File: src/rtl/dmem_pkg.sv
// Shared constants for the data-memory arbiter.
// Requester ids index the internal grant vector.
package dmem_pkg;
  localparam int DMEM_ADDR_W = 32;
  localparam int DMEM_DATA_W = 32;
  localparam logic REQ_CORE = 1'b0;
  localparam logic REQ_DMA = 1'b1;
endpackage

File: src/rtl/dmem_arbiter_if.sv
// Core, DMA and memory bus bundle around the arbiter.
// slave = arbiter side, master = requesters plus memory.
interface dmem_arbiter_if
  import dmem_pkg::*;
#(
  parameter int ADDR_W = DMEM_ADDR_W,
  parameter int DATA_W = DMEM_DATA_W
);
  logic              core_req;
  logic              core_we;
  logic [ADDR_W-1:0] core_addr;
  logic [DATA_W-1:0] core_wdata;
  logic              core_gnt;
  logic              core_stall;
  logic              core_rvalid;
  logic              dma_req;
  logic              dma_we;
  logic [ADDR_W-1:0] dma_addr;
  logic [DATA_W-1:0] dma_wdata;
  logic              dma_gnt;
  logic              dma_rvalid;
  logic [DATA_W-1:0] rdata;
  logic              mem_en;
  logic              mem_we;
  logic [ADDR_W-1:0] mem_addr;
  logic [DATA_W-1:0] mem_wdata;
  logic [DATA_W-1:0] mem_rdata;

  modport slave (
    input  core_req, core_we, core_addr, core_wdata,
    input  dma_req, dma_we, dma_addr, dma_wdata,
    input  mem_rdata,
    output core_gnt, core_stall, core_rvalid,
    output dma_gnt, dma_rvalid, rdata,
    output mem_en, mem_we, mem_addr, mem_wdata
  );

  modport master (
    output core_req, core_we, core_addr, core_wdata,
    output dma_req, dma_we, dma_addr, dma_wdata,
    output mem_rdata,
    input  core_gnt, core_stall, core_rvalid,
    input  dma_gnt, dma_rvalid, rdata,
    input  mem_en, mem_we, mem_addr, mem_wdata
  );
endinterface

File: src/rtl/starve_counter.sv
// Saturating wait counter; at_limit flags that the
// waiting requester must win the next conflict.
module starve_counter #(
  parameter int CNT_W = 3,
  parameter int LIMIT = 4
) (
  input  logic             clk,
  input  logic             reset,
  input  logic             clr,
  input  logic             inc,
  output logic [CNT_W-1:0] cnt,
  output logic             at_limit
);
  localparam logic [CNT_W-1:0] LIM = CNT_W'(LIMIT);

  assign at_limit = (cnt == LIM);

  always_ff @(posedge clk or negedge reset) begin
    if (!reset) begin
      cnt <= '0;
    end else if (clr) begin
      cnt <= '0;
    end else if (inc && !at_limit) begin
      cnt <= cnt + 1'b1;
    end
  end
endmodule

File: src/rtl/dmem_arbiter.sv
// Core-priority data-memory arbiter with a bounded
// DMA wait; stalls the core when it loses the port.
module dmem_arbiter
  import dmem_pkg::*;
#(
  parameter int ADDR_W = DMEM_ADDR_W,
  parameter int DATA_W = DMEM_DATA_W,
  parameter int STARVE_LIMIT = 4,
  parameter int CNT_W = 3
) (
  input logic           clk,
  input logic           reset,
  dmem_arbiter_if.slave bus
);
  logic [1:0]        gnt;
  logic              dma_win;
  logic              at_limit;
  logic [CNT_W-1:0]  wait_cnt;
  logic              we_mux;
  logic [ADDR_W-1:0] addr_mux;
  logic [DATA_W-1:0] wdata_mux;

  always_comb begin
    dma_win = bus.dma_req & (~bus.core_req | at_limit);
    gnt = '0;
    gnt[REQ_DMA] = dma_win;
    gnt[REQ_CORE] = bus.core_req & ~dma_win;
  end

  always_comb begin
    we_mux = 1'b0;
    addr_mux = '0;
    wdata_mux = '0;
    unique case (1'b1)
      gnt[REQ_CORE]: begin
        we_mux = bus.core_we;
        addr_mux = bus.core_addr;
        wdata_mux = bus.core_wdata;
      end
      gnt[REQ_DMA]: begin
        we_mux = bus.dma_we;
        addr_mux = bus.dma_addr;
        wdata_mux = bus.dma_wdata;
      end
      default: ;
    endcase
  end

  starve_counter #(
    .CNT_W(CNT_W),
    .LIMIT(STARVE_LIMIT)
  ) u_starve (
    .clk(clk),
    .reset(reset),
    .clr(~bus.dma_req | gnt[REQ_DMA]),
    .inc(bus.dma_req & ~gnt[REQ_DMA]),
    .cnt(wait_cnt),
    .at_limit(at_limit)
  );

  // Grants stay live in reset, but nothing may reach memory.
  assign bus.mem_en = (|gnt) & reset;
  assign bus.mem_we = we_mux & reset;
  assign bus.mem_addr = addr_mux;
  assign bus.mem_wdata = wdata_mux;

  assign bus.core_gnt = gnt[REQ_CORE];
  assign bus.dma_gnt = gnt[REQ_DMA];
  assign bus.core_stall = bus.core_req & ~gnt[REQ_CORE];
  assign bus.rdata = bus.mem_rdata;

  always_ff @(posedge clk or negedge reset) begin
    if (!reset) begin
      bus.core_rvalid <= 1'b0;
      bus.dma_rvalid <= 1'b0;
    end else begin
      bus.core_rvalid <= gnt[REQ_CORE] & ~bus.core_we;
      bus.dma_rvalid <= gnt[REQ_DMA] & ~bus.dma_we;
    end
  end
endmodule

File: src/flat_wrapper.sv
// flat-port wrapper written by rule: the top's interface ports become plain ports
module dmem_arbiter_flat import dmem_pkg::*;
#(
  parameter int ADDR_W = DMEM_ADDR_W,
  parameter int DATA_W = DMEM_DATA_W,
  parameter int STARVE_LIMIT = 4,
  parameter int CNT_W = 3
)
  (clk, reset, bus_core_req, bus_core_we, bus_core_addr, bus_core_wdata, bus_dma_req, bus_dma_we, bus_dma_addr, bus_dma_wdata, bus_mem_rdata, bus_core_gnt, bus_core_stall, bus_core_rvalid, bus_dma_gnt, bus_dma_rvalid, bus_rdata, bus_mem_en, bus_mem_we, bus_mem_addr, bus_mem_wdata);
  dmem_arbiter_if #(.ADDR_W(ADDR_W), .DATA_W(DATA_W)) bus_i ();
  input logic clk;
  input logic reset;
  input wire logic [$bits(bus_i.core_req)-1:0] bus_core_req;
  input wire logic [$bits(bus_i.core_we)-1:0] bus_core_we;
  input wire logic [$bits(bus_i.core_addr)-1:0] bus_core_addr;
  input wire logic [$bits(bus_i.core_wdata)-1:0] bus_core_wdata;
  input wire logic [$bits(bus_i.dma_req)-1:0] bus_dma_req;
  input wire logic [$bits(bus_i.dma_we)-1:0] bus_dma_we;
  input wire logic [$bits(bus_i.dma_addr)-1:0] bus_dma_addr;
  input wire logic [$bits(bus_i.dma_wdata)-1:0] bus_dma_wdata;
  input wire logic [$bits(bus_i.mem_rdata)-1:0] bus_mem_rdata;
  output wire logic [$bits(bus_i.core_gnt)-1:0] bus_core_gnt;
  output wire logic [$bits(bus_i.core_stall)-1:0] bus_core_stall;
  output wire logic [$bits(bus_i.core_rvalid)-1:0] bus_core_rvalid;
  output wire logic [$bits(bus_i.dma_gnt)-1:0] bus_dma_gnt;
  output wire logic [$bits(bus_i.dma_rvalid)-1:0] bus_dma_rvalid;
  output wire logic [$bits(bus_i.rdata)-1:0] bus_rdata;
  output wire logic [$bits(bus_i.mem_en)-1:0] bus_mem_en;
  output wire logic [$bits(bus_i.mem_we)-1:0] bus_mem_we;
  output wire logic [$bits(bus_i.mem_addr)-1:0] bus_mem_addr;
  output wire logic [$bits(bus_i.mem_wdata)-1:0] bus_mem_wdata;
  assign bus_i.core_req = bus_core_req;
  assign bus_i.core_we = bus_core_we;
  assign bus_i.core_addr = bus_core_addr;
  assign bus_i.core_wdata = bus_core_wdata;
  assign bus_i.dma_req = bus_dma_req;
  assign bus_i.dma_we = bus_dma_we;
  assign bus_i.dma_addr = bus_dma_addr;
  assign bus_i.dma_wdata = bus_dma_wdata;
  assign bus_i.mem_rdata = bus_mem_rdata;
  assign bus_core_gnt = bus_i.core_gnt;
  assign bus_core_stall = bus_i.core_stall;
  assign bus_core_rvalid = bus_i.core_rvalid;
  assign bus_dma_gnt = bus_i.dma_gnt;
  assign bus_dma_rvalid = bus_i.dma_rvalid;
  assign bus_rdata = bus_i.rdata;
  assign bus_mem_en = bus_i.mem_en;
  assign bus_mem_we = bus_i.mem_we;
  assign bus_mem_addr = bus_i.mem_addr;
  assign bus_mem_wdata = bus_i.mem_wdata;
  dmem_arbiter #(.ADDR_W(ADDR_W), .DATA_W(DATA_W), .STARVE_LIMIT(STARVE_LIMIT), .CNT_W(CNT_W)) u_core (.clk(clk), .reset(reset), .bus(bus_i));
endmodule
File: config.mk
export PLATFORM = sky130hd
export DESIGN_NAME = dmem_arbiter_flat
export DESIGN_NICKNAME = d
export VERILOG_FILES = /design/src/rtl/dmem_pkg.sv /design/src/rtl/dmem_arbiter_if.sv /design/src/rtl/starve_counter.sv /design/src/rtl/dmem_arbiter.sv /design/src/flat_wrapper.sv
export SDC_FILE = /design/constraint.sdc
export NUM_CORES = 1
export LEC_CHECK = 0
export ABC_AREA = 1
export BUFFER_PORTS_ARGS = -buffer_cell sky130_fd_sc_hd__buf_2
export CAP_MARGIN = 10
export CORE_AREA = 2 2 105 107
export CTS_CLUSTER_DIAMETER = 30
export CTS_CLUSTER_SIZE = 16
export DETAILED_ROUTE_END_ITERATION = 6
export DIE_AREA = 0 0 107 109
export GPL_TIMING_DRIVEN = 0
export SETUP_SLACK_MARGIN = 0.2
export SLEW_MARGIN = 20
export SYNTH_ARGS = -nofsm -noshare
export SYNTH_HDL_FRONTEND = slang
export SYNTH_SLANG_ARGS = --single-unit
File: constraint.sdc
create_clock -name clk -period 1.47 [get_ports clk]
set_input_delay 0.147 -clock clk [delete_from_list [all_inputs] [get_ports clk]]
set_output_delay 0.147 -clock clk [all_outputs]
set_load 0.02 [all_outputs]
======== Word level (Yosys, flattened, before mapping) ========
Index checks and enable logic that the tools add are counted.
operators by class
  bitwise logic cells ..................... 16
  equality and inequality tests ........... 1
  mux-type cells .......................... 5
  reductions and logical operators ........ 4
  $add $sub $neg .......................... 1
operator list
  operator               count
  $pmux W32 S2           2
  $and A1 B1 Y1          8
  $mux W3                2
  $not A1 Y1             6
  $add A3 B1 Y3 const B  1
  $eq A3 B3 Y1 const B   1
  $or A1 B1 Y1           2
  $pmux W1 S2            1
  $reduce_bool A2 Y1     1
  $reduce_or A2 Y1       1
  $logic_and A1 B1 Y1    1
  $logic_not A1 Y1       1
storage, ports and cells
  flip-flop bits (word level) ............. 5
  word-level logic and storage cells ...... 30
  output and inout bits ................... 103

======== Logic depth before layout (Yosys ltp) ========
Gate-level depths: netlist of run 1.
  depth in word-level cells ............... 8
  gate-level depth with buffers ........... 8
  gate-level depth less buffers ........... 7

======== By module ========
Synthesis of run 1 repeated with hierarchy kept, for this count alone.
unflattened totals
  cell total of the unflattened synthesis .. 289
  area total of the unflattened synthesis .. 1391.3 um^2
by module, submodules not included
  module          seq. area each (um^2)  instances  cells an instance  area each (um^2)
  dmem_arbiter    50.0                   1          264                1206.2
  starve_counter  75.1                   1          25                 185.2

======== Worst setup path after synthesis of run 1 ========
OpenSTA, ideal clock, no wires.
  path kind ............................... register -> output
  from .................................... register u_core.u_starve.cnt[0]
  to ...................................... output bus_mem_addr[10]
  required time ........................... 1.323 ns
  slack ................................... 0.007 ns
  cell stages (with the launch flop) ...... 9
  arrival time ............................ 1.316 ns
  cells stage by stage .................... dfrtp_1 inv_1 ha_1 nand2_1 a21oi_2 buf_4 buf_6 nand2_1 nand2_1
between the ends
  cells in the longest elaborated chain, start to end .. 6
RTL lines
  item                      line                  source
  start: declaration        starve_counter.sv:11  output logic [CNT_W-1:0] cnt,
  start signal: assignment  starve_counter.sv:24  cnt <= cnt + 1'b1;
  $eq A3 B3 Y1 *            starve_counter.sv:16  assign at_limit = (cnt == LIM);
  $or A1 B1 Y1 *            dmem_arbiter.sv:24    dma_win = bus.dma_req & (~bus.core_req | at_limit);
  $and A1 B1 Y1 *           dmem_arbiter.sv:24
  $not A1 Y1                dmem_arbiter.sv:27    gnt[REQ_CORE] = bus.core_req & ~dma_win;
  $and A1 B1 Y1             dmem_arbiter.sv:27
  $pmux W32 S2 *            dmem_arbiter.sv:34    unique case (1'b1)
  end: declaration          flat_wrapper.sv:30    output wire logic [$bits(bus_i.mem_addr)-1:0] bus_mem_addr;
Mark *: on every way between the ends. The rest lies on a longest branch, timed or not.

======== Worst setup path in the final report of run 1 ========
  from .................................... register u_core.u_starve.cnt[0]
  to ...................................... output bus_mem_addr[23]
The elaborated chain is that of the path after synthesis.

==> run_results.csv, run 1 <==
group,metric,value,unit
run_status,failed_checks,"negative setup slack",
detailed_routing,drt-total-wl,8240,um
sta,fin_crit_sh,1.27,
sta,maxSlewHeadroom,0.706,
place,io_buffers,235,
place,place_ws,-0.253,ns
clocking,htree_num_levels,1,
pwr,irDropWorstVdd,0.298,mV
yosys,syn-cell-area,1430,sq um
flow_run,maxCapViolCount,0,
yosys,ys_ff_latch,5,
sta,clock_skew,0.00731,ns
yosys,synth_top_area_cell,"nand2_1",
global_route,gr-usage-met2,0.253,
floorplan,die_x,107,um
floorplan,core_area,10600,sq um
global_route,grt_pass1_vias,2382,
global_route,grt_usage,0.123,
detailed_routing,num_vias,2670,
sta,drv_slew,0,
global_route,overflow,0,
floorplan,start_util,0.135,
layout,nets,701,
yosys,synthDominantCellAreaShare,0.346,
global_route,grt_max_degree,11,
global_route,gr-usage-met3,0.0167,
layout,final_core_util,0.343,
setup_path,crit_fanout,6,
place,gp_congestion,0.752,
floorplan,dieArea,11700,sq um
setup_path,reg2regPathDepth,7,
global_route,antenna_found_initial,0,
pwr,p_leak,2.17,nW
clocking,root_buffer,"clkbuf_8",
global_route,global_route.peak_usage_layer,"met2",
clocking,cts_buffers,3,
clocking,clkTransAtPathRegs,0.04,ns
layout,area_delta_synth_final,154,%
yosys,yosys.cell_types.count,18,
setup_path,worst-endpoint-arrival,1.72,ns
yosys,netlist_instances,277,
clocking,cts_tree,"built",
clocking,cts.sink_count,5,
pwr,p_per_area,457,nW/um^2
sta,post-route-min-period,1.87,ns
sta,tightest_slew,0.440,ns
sta,fmax,0.536,GHz
global_route,met1_usage,0.132,
layout,fin_area,3640,sq um
place,place_hpwl,6230,um
worst_hold_path,min_path_cells,2,
detailed_routing,dr.pass1.iters,4,
layout,drive_gt1_frac,0.750,
sta,setup_tns,-23.55,ns
floorplan,die_h,109,um
yosys,postSynthNetCount,445,
detailed_routing,drtIter0Drc,100,
clocking,cts_buffer_depth,2,
setup_path,path_class,"reg -> out",
yosys,ys_seq_area_frac,0.0875,
floorplan,rows,38,
detailed_routing,vias_per_cell,3.97,
setup_path,cp-end-kind,"output pin",
setup_path,cp-start-kind,"flip-flop",
clocking,clk_latency,0.23,ns
run_status,status,"complete, but fails checks",
yosys,synth.avg_cell_area,5.16,sq um
worst_hold_path,holdCritPathClass,"in -> reg",
sta,rsz0062_at_grt,"yes",
setup_path,critPathRequiredTime,1.32,ns
detailed_routing,detail_route.wl_per_cell,12.3,um
global_route,grt_pass1_wl,11200,um
yosys,synth_area_leaders,"nand2_1, nand3_1, buf_4",
sta,setup_slack,-0.397,ns
yosys,yosys_warnings,0,
sta,finalSetupViolCount,68,
floorplan,ios,269,
detailed_routing,drc,0,
sta,final_hold_viol_count,0,
sta,hold_slack,0.0913,ns
layout,insertedDiodeCount,0,
detailed_routing,final_antenna_net_count,0,
place,placed_area,3000,sq um
-- logic make-up (layout without fill, tap and decap cells) --
kind of cell | Yosys count | after routing | share of synthesized area
xor gates and xnor gates | 1 | 1 | 0.00613
DFF | 5 | 5 | 0.0875
buffers and inverters | 61 | 315 | 0.270
adders and majority gates | 2 | 2 | 0.0175
and+or+nand+nor | 205 | 206 | 0.604
AOI/OAI and AO/OA | 3 | 3 | 0.0149
-- cell type report --
| class | instances | area (sq um) |
|---|---|---|
| tap | 140 | 175 |
| buffer | 53 | 413 |
| clock buffer | 4 | 45.0 |
| timing repair buffer | 250 | 1550 |
| inverter | 8 | 30.0 |
| fill | 1145 | 6970 |
| sequential | 5 | 125 |
| multi-input combinational | 212 | 1300 |
-- layer usage --
layer,wire [um],vias up
met1,2990,1152
met5,0,-
li1,-,1359
met2,4520,153
met3,674,6
met4,55,0
-- placed cells by master, fill, tap and decap left out, drive strengths merged --
cell type and instances:
nor3 3, nand3 65, xnor2 1, nand2 135, a21oi 2, nor2 2
ha 2, dfrtp 5, buf 301, dlygate4sd3 1, bufbuf 1, clkbuf 4
o21a 1, inv 8, nor3b 1
-- repair_timing --
item | 4_1_cts | 5_1_grt
hold buffers | 1 | 0
setup endpoints to repair | 69 | 73
resized for setup | 102 | 21
pin swaps | 7 | 2
endpoints found under the hold margin | 5 | 0
cloned | 5 | 0
setup buffers | 8 | 2
-- critical path, cell delays in order, from the launching register on --
cell	delay (ns)
dfrtp_1	0.38
inv_2	0.07
ha_4	0.14
nand2_4	0.08
a21oi_4	0.17
buf_6	0.14
buf_12	0.13
buf_8	0.15
nand2_4	0.05
nand2_2	0.06
buf_6	0.11
-- power by group --
| part | internal, mW | switching (mW) | leakage, nW |
|---|---|---|---|
| logic | 0.584 | 0.666 | 2.08 |
| clock network | 0.187 | 0.0794 | 0.0228 |
| registers | 0.143 | 0.00251 | 0.0674 |
-- metrics by stage --
| stage | power [mW] | cells |
|---|---|---|
| 3_3_place_gp | 1.19 | 652 |
| 2_1_floorplan | 0.769 | 277 |
| 5_1_grt | 1.77 | 672 |
| 3_5_place_dp | 1.19 | 652 |
| 6_report | 1.66 | 672 |
| 4_1_cts | 1.64 | 670 |
-- flip-flops by register name, summed over array words and instances (netlist names) --
| register | cells |
|---|---|
| u_core.bus.core_rvalid | 1 |
| u_core.bus.dma_rvalid | 1 |
| u_core.u_starve.cnt | 3 |
-- worst paths after layout --
| kind | start | end | slack, ns |
|---|---|---|---|
| max | u_core.u_starve.cnt[0] | bus_mem_addr[23] | -0.40 |
| min | bus_core_we | u_core.bus.core_rvalid | 0.09 |
| max reg2reg | u_core.u_starve.cnt[0] | u_core.bus.core_rvalid | 0.15 |
| min reg2reg | u_core.u_starve.cnt[0] | u_core.u_starve.cnt[0] | 0.64 |
| max in group asynchronous | reset | u_core.u_starve.cnt[1] | 0.93 |
| min in group asynchronous | reset | u_core.bus.dma_rvalid | 0.32 |
-- synth_stat cells (all sizes together) --
cell type,number
nor3b,1
nor2,2
o21a,1
inv,8
nand3,65
nand2,134
a21oi,2
ha,2
xnor2,1
buf,53
dfrtp,5
nor3,3
Power figures use the tool's default switching activity.
==> run 2, diff against run 1 <==
- CORE_AREA: 2 2 105 107 -> 8 8 97 99
- DIE_AREA: 0 0 107 109 -> 0 0 105 107
==> run_results.csv, run 2 (synthesis gave the netlist of run 1 again) <==
group,metric,value,unit
run_status,status,"complete, but fails checks",
run_status,failed_checks,"negative setup slack",
layout,largest_reg_flops,3,
floorplan,rows,33,
pwr,totalPowerFinal,1.75,mW
clocking,cts.sink_count,5,
clocking,htree_num_levels,1,
setup_path,cp_num_buf_inv,5,
layout,final_common_cell,"buf_2",
global_route,antenna_found_initial,0,
layout,multi_input_area,1330,sq um
place,placed_area,2960,sq um
worst_hold_path,holdCritPathClass,"in -> reg",
pwr,pwr-share-comb,0.771,
clocking,root_buffer,"clkbuf_8",
clocking,cts_buffers,3,
global_route,grt_usage,0.156,
place,gp_congestion,0.812,
detailed_routing,dr.pass1.iters,4,
global_route,grt_max_degree,11,
sta,fin_crit_sh,1.27,
setup_path,crit_family,"buffers and inverters",
sta,setup_slack,-0.401,ns
detailed_routing,drt-total-wl,9920,um
layout,final_core_util,0.486,
setup_path,crit_fanout,7,
detailed_routing,drc,0,
clocking,clk_latency,0.22,ns
place,io_buffers,235,
sta,rsz0062_at_grt,"yes",
floorplan,core_area,7930,sq um
sta,finalSetupViolCount,68,
sta,fmax,0.535,GHz
setup_path,slowest_delay,0.39,ns
setup_path,reg2regPathDepth,7,
sta,final_hold_viol_count,0,
worst_hold_path,min_path_cells,2,
setup_path,cp-end-kind,"output pin",
setup_path,crit_chain,"inv_2 -> ha_4 -> nand2_4 -> a21oi_4 -> buf_8 -> buf_6 -> buf_8 -> nand2_2 -> nand2_2 -> buf_6",
pwr,p_per_area,455,nW/um^2
place,place_hpwl,7760,um
pwr,irDropWorstVdd,0.512,mV
layout,nets,708,
floorplan,die_h,107,um
layout,fin_area,3850,sq um
pwr,p_clk_frac,0.146,
setup_path,cp_slowest_cell,"dfrtp_1",
sta,post-route-min-period,1.87,ns
setup_path,crit_cells,10,
detailed_routing,final_antenna_net_count,0,
layout,area_delta_synth_final,169,%
floorplan,dieArea,11200,sq um
place,place_ws,-0.294,ns
layout,drive_gt1_frac,0.768,
pwr,switchingPower,0.769,mW
global_route,grt_pass1_vias,3013,
clocking,cts_tree,"built",
sta,setup_tns,-22.55,ns
detailed_routing,drtIter0Drc,70,
sta,tightest_slew,0.598,ns
layout,regArea,125,sq um
detailed_routing,detail_route.wl_per_cell,15.4,um
setup_path,cp-start-kind,"flip-flop",
pwr,swShare,0.438,
setup_path,path_class,"reg -> out",
clocking,clkTransAtPathRegs,0.04,ns
sta,clock_skew,0.00308,ns
sta,maxSlewHeadroom,0.601,
flow_run,maxCapViolCount,0,
layout,reg.largest.list,"u_core.u_starve.cnt (3), u_core.bus.core_rvalid (1), u_core.bus.dma_rvalid (1)",
pwr,intPower,0.985,mW
floorplan,die_x,105,um
setup_path,critPathRequiredTime,1.32,ns
layout,insertedDiodeCount,0,
detailed_routing,num_vias,2784,
layout,final_cell_mix,"buf_2, buf_4, nand2_2",
setup_path,worst-endpoint-arrival,1.72,ns
sta,drv_slew,0,
pwr,seqPwrFrac,0.083,
pwr,p_leak,2.25,nW
layout,top_register,"u_core.u_starve.cnt",
layout,fillers,757,
clocking,cts_buffer_depth,2,
global_route,grt_pass1_wl,14800,um
floorplan,ios,269,
floorplan,start_util,0.180,
global_route,overflow,0,
detailed_routing,vias_per_cell,4.32,
run 2: changes by cell type in the layout (fill, tap and decap cells not counted), moves of 3 or more:
cell       change
nand2_1        +6
buf_8          +7
buf_2         -31
nand3_1       -17
nand3_2       +15
clkbuf_16      +3
buf_4         +32
nand2_4        -3
nand2_2        -3
buf_6          -3
run 2: final cells by class:
type | count | share of cell area
inverter | 8 | 0.00779
buffer | 53 | 0.119
tap | 105 | 0.0341
timing repair buffer | 258 | 0.450
multi-input combinational | 211 | 0.345
sequential | 5 | 0.0325
clock buffer | 4 | 0.0117
run 2: stage by stage:
stage,instances,hold slack [ns]
after floorplan,277,-0.149
after global placement,617,-0.0248
after detailed placement,617,-0.0256
after CTS,640,0.105
after global routing,644,0.113
final,644,0.107
run 2: what timing repair did:
action / in CTS / in global routing
setup buffers: 15 / 1
setup endpoints to repair: 69 / 69
hold buffers: 1 / 0
resized for setup: 141 / 31
endpoints found under the hold margin: 5 / 0
pin swaps: 6 / 6
gates cloned: 3 / 3
run 2: power groups by stage:
stage	Sequential [mW]	Clock [mW]	Combinational (mW)
CTS	0.145	0.259	1.29
floorplan	0.151	0	0.619
global placement	0.147	0	1.04
global route	0.146	0.270	1.45
detailed placement	0.148	0	1.05
finish	0.146	0.256	1.35
run 2: per-layer routing:
layer / routed length (um) / global-route usage / up-vias
met5: 0 / 0 / -
met4: 45 / 0.0234 / 0
met3: 885 / 0.0510 / 4
met2: 5440 / 0.310 / 165
met1: 3540 / 0.155 / 1242
li1: - / - / 1373
run 2: final timing paths:
path                                        start                      to  slack [ns]
setup reg to reg           u_core.u_starve.cnt[0]  u_core.bus.core_rvalid        0.13
hold / removal                        bus_core_we  u_core.bus.core_rvalid        0.11
max in group asynchronous                   reset   u_core.bus.dma_rvalid        0.94
setup / recovery           u_core.u_starve.cnt[0]        bus_mem_addr[16]       -0.40
hold reg to reg            u_core.u_starve.cnt[0]  u_core.u_starve.cnt[0]        0.58
min in group asynchronous                   reset  u_core.u_starve.cnt[0]        0.33
==> run 3, diff against run 2 <==
- CELL_PAD_IN_SITES_DETAIL_PLACEMENT: unset -> 0
- CELL_PAD_IN_SITES_GLOBAL_PLACEMENT: unset -> 1
- CORE_AREA: 8 8 97 99 -> unset
- CORE_MARGIN: unset -> 8
- CORE_UTILIZATION: unset -> 13
- CTS_BUF_LIST: unset -> sky130_fd_sc_hd__clkbuf_4
- DIE_AREA: 0 0 105 107 -> unset
- PLACE_DENSITY_LB_ADDON: unset -> 0.1
==> run_results.csv, run 3 (synthesis gave the netlist of run 1 again) <==
group,metric,value,unit
setup_path,worst-endpoint-arrival,1.68,ns
floorplan,dieArea,14600,sq um
clocking,cts_buffer_depth,2,
layout,insertedDiodeCount,0,
clocking,cts_tree,"built",
place,gp_congestion,0.707,
global_route,grt_pass1_wl,14200,um
floorplan,rows,38,
sta,tightest_slew,0.471,ns
clocking,clk_latency,0.24,ns
layout,largest_reg_flops,3,
layout,fillers,1205,
setup_path,cp-start-kind,"flip-flop",
detailed_routing,detail_route.wl_per_cell,14.5,um
clocking,htree_num_levels,1,
sta,post-route-min-period,1.82,ns
setup_path,cp_num_buf_inv,4,
detailed_routing,num_vias,2613,
sta,final_hold_viol_count,0,
pwr,p_clk_frac,0.106,
floorplan,ios,269,
setup_path,crit_chain,"inv_1 -> ha_2 -> nand2_4 -> a21oi_4 -> buf_8 -> clkbuf_16 -> nand2_1 -> nand2_2 -> buf_6",
layout,final_common_cell,"buf_2",
setup_path,cp-end-kind,"output pin",
place,place_ws,-0.243,ns
layout,drive_gt1_frac,0.736,
clocking,clkTransAtPathRegs,0.04,ns
global_route,antenna_found_initial,0,
floorplan,die_x,121,um
pwr,intPower,0.907,mW
detailed_routing,dr.pass1.iters,4,
floorplan,start_util,0.133,
worst_hold_path,holdCritPathClass,"in -> reg",
flow_run,maxCapViolCount,0,
layout,top_register,"u_core.u_starve.cnt",
setup_path,crit_family,"buffers and inverters",
clocking,root_buffer,"clkbuf_4",
layout,nets,695,
detailed_routing,met1_length,3210,um
detailed_routing,vias_per_cell,3.92,
sta,drv_slew,0,
floorplan,core_area,10800,sq um
place,io_buffers,235,
sta,finalSetupViolCount,68,
pwr,seqPwrFrac,0.089,
global_route,overflow,0,
place,place_hpwl,8010,um
detailed_routing,dr.max_layer_used,"met4",
clocking,cts.sink_count,5,
detailed_routing,final_antenna_net_count,0,
clocking,cts_buffers,3,
sta,setup_slack,-0.354,ns
setup_path,path_class,"reg -> out",
detailed_routing,wl_met3,1000,um
sta,fin_crit_sh,1.24,
sta,maxSlewHeadroom,0.686,
global_route,grt_usage,0.118,
setup_path,slowest_delay,0.37,ns
pwr,swShare,0.444,
layout,reg.largest.list,"u_core.u_starve.cnt (3), u_core.bus.core_rvalid (1), u_core.bus.dma_rvalid (1)",
setup_path,critPathRequiredTime,1.32,ns
sta,rsz0062_at_grt,"yes",
layout,area_delta_synth_final,161,%
run_status,failed_checks,"negative setup slack",
pwr,p_per_area,438,nW/um^2
detailed_routing,drt-total-wl,9680,um
run_status,status,"complete, but fails checks",
layout,final_cell_mix,"buf_2, nand2_2, nand3_1",
setup_path,crit_fanout,7,
sta,fmax,0.548,GHz
pwr,irDropWorstVdd,0.235,mV
pwr,switchingPower,0.725,mW
global_route,grt_pass1_vias,2769,
detailed_routing,drc,0,
sta,setup_tns,-21.47,ns
setup_path,cp_slowest_cell,"dfrtp_1",
pwr,pwr-share-comb,0.805,
global_route,grt_max_degree,11,
detailed_routing,dr_wl_met2,5440,um
floorplan,die_h,121,um
sta,clock_skew,0.000404,ns
pwr,p_leak,2.19,nW
detailed_routing,drtIter0Drc,35,
## run 3: metal layers
metal / up-vias / track usage
met3: 2 / 0.0330
met2: 125 / 0.240
met1: 1141 / 0.115
li1: 1345 / -
met4: 0 / 0.0187
met5: - / 0
## run 3: timing repair
item	4_1_cts	5_1_grt
pin swaps	6	2
setup endpoints to repair	69	69
cloned	2	2
hold buffers	1	0
gates resized for setup	151	19
buffers inserted	5	0
hold endpoints to repair	5	0
## run 3: final timing paths
check | start | slack, ns | cells after the start | endpoint
setup / recovery | u_core.u_starve.cnt[1] | -0.35 | 9 | bus_mem_addr[18]
hold / removal | bus_core_we | 0.09 | 2 | u_core.bus.core_rvalid
setup reg to reg | u_core.u_starve.cnt[1] | 0.16 | 7 | u_core.bus.core_rvalid
hold reg to reg | u_core.u_starve.cnt[0] | 0.55 | 2 | u_core.u_starve.cnt[0]
max in group asynchronous | reset | 0.96 | 2 | u_core.u_starve.cnt[2]
min in group asynchronous | reset | 0.32 | 2 | u_core.bus.dma_rvalid
## run 3: power by group through the flow
stage / clock network, mW / registers (mW) / logic (mW)
floorplan: 0 / 0.151 / 0.619
global placement: 0 / 0.148 / 1.05
detailed placement: 0 / 0.148 / 1.05
CTS: 0.184 / 0.145 / 1.30
global route: 0.193 / 0.146 / 1.41
finish: 0.173 / 0.145 / 1.31
## run 3: final cells by class
type,count,area (sq um),share of cell area
timing repair buffer,244,1680,0.452
multi-input combinational,212,1240,0.333
buffer,53,442,0.118
tap,140,175,0.0470
sequential,5,125,0.0335
clock buffer,4,30.0,0.00805
inverter,8,30.0,0.00805
## run 3: worst register-to-register path: cells and delay by family (launching register included)
kind,cells,cell delay (ns)
AO/OA/AOI/OAI,1,0.18
AND/OR/NAND/NOR,2,0.13
buffers and inverters,3,0.34
flip-flops,1,0.37
adder cells (fa/ha/maj),1,0.18
## run 3: stage by stage
| step | std cells | hold slack, ns | area, sq um | power [mW] | utilization |
|---|---|---|---|---|---|
| 4_1_cts | 664 | 0.0815 | 3610 | 1.63 | 0.334 |
| 3_3_place_gp | 652 | -0.0270 | 3000 | 1.20 | 0.278 |
| 5_1_grt | 666 | 0.0872 | 3730 | 1.75 | 0.346 |
| 2_1_floorplan | 277 | -0.149 | 1650 | 0.769 | - |
| 3_5_place_dp | 652 | -0.0215 | 3000 | 1.20 | 0.278 |
| 6_report | 666 | 0.0887 | 3730 | 1.63 | 0.346 |
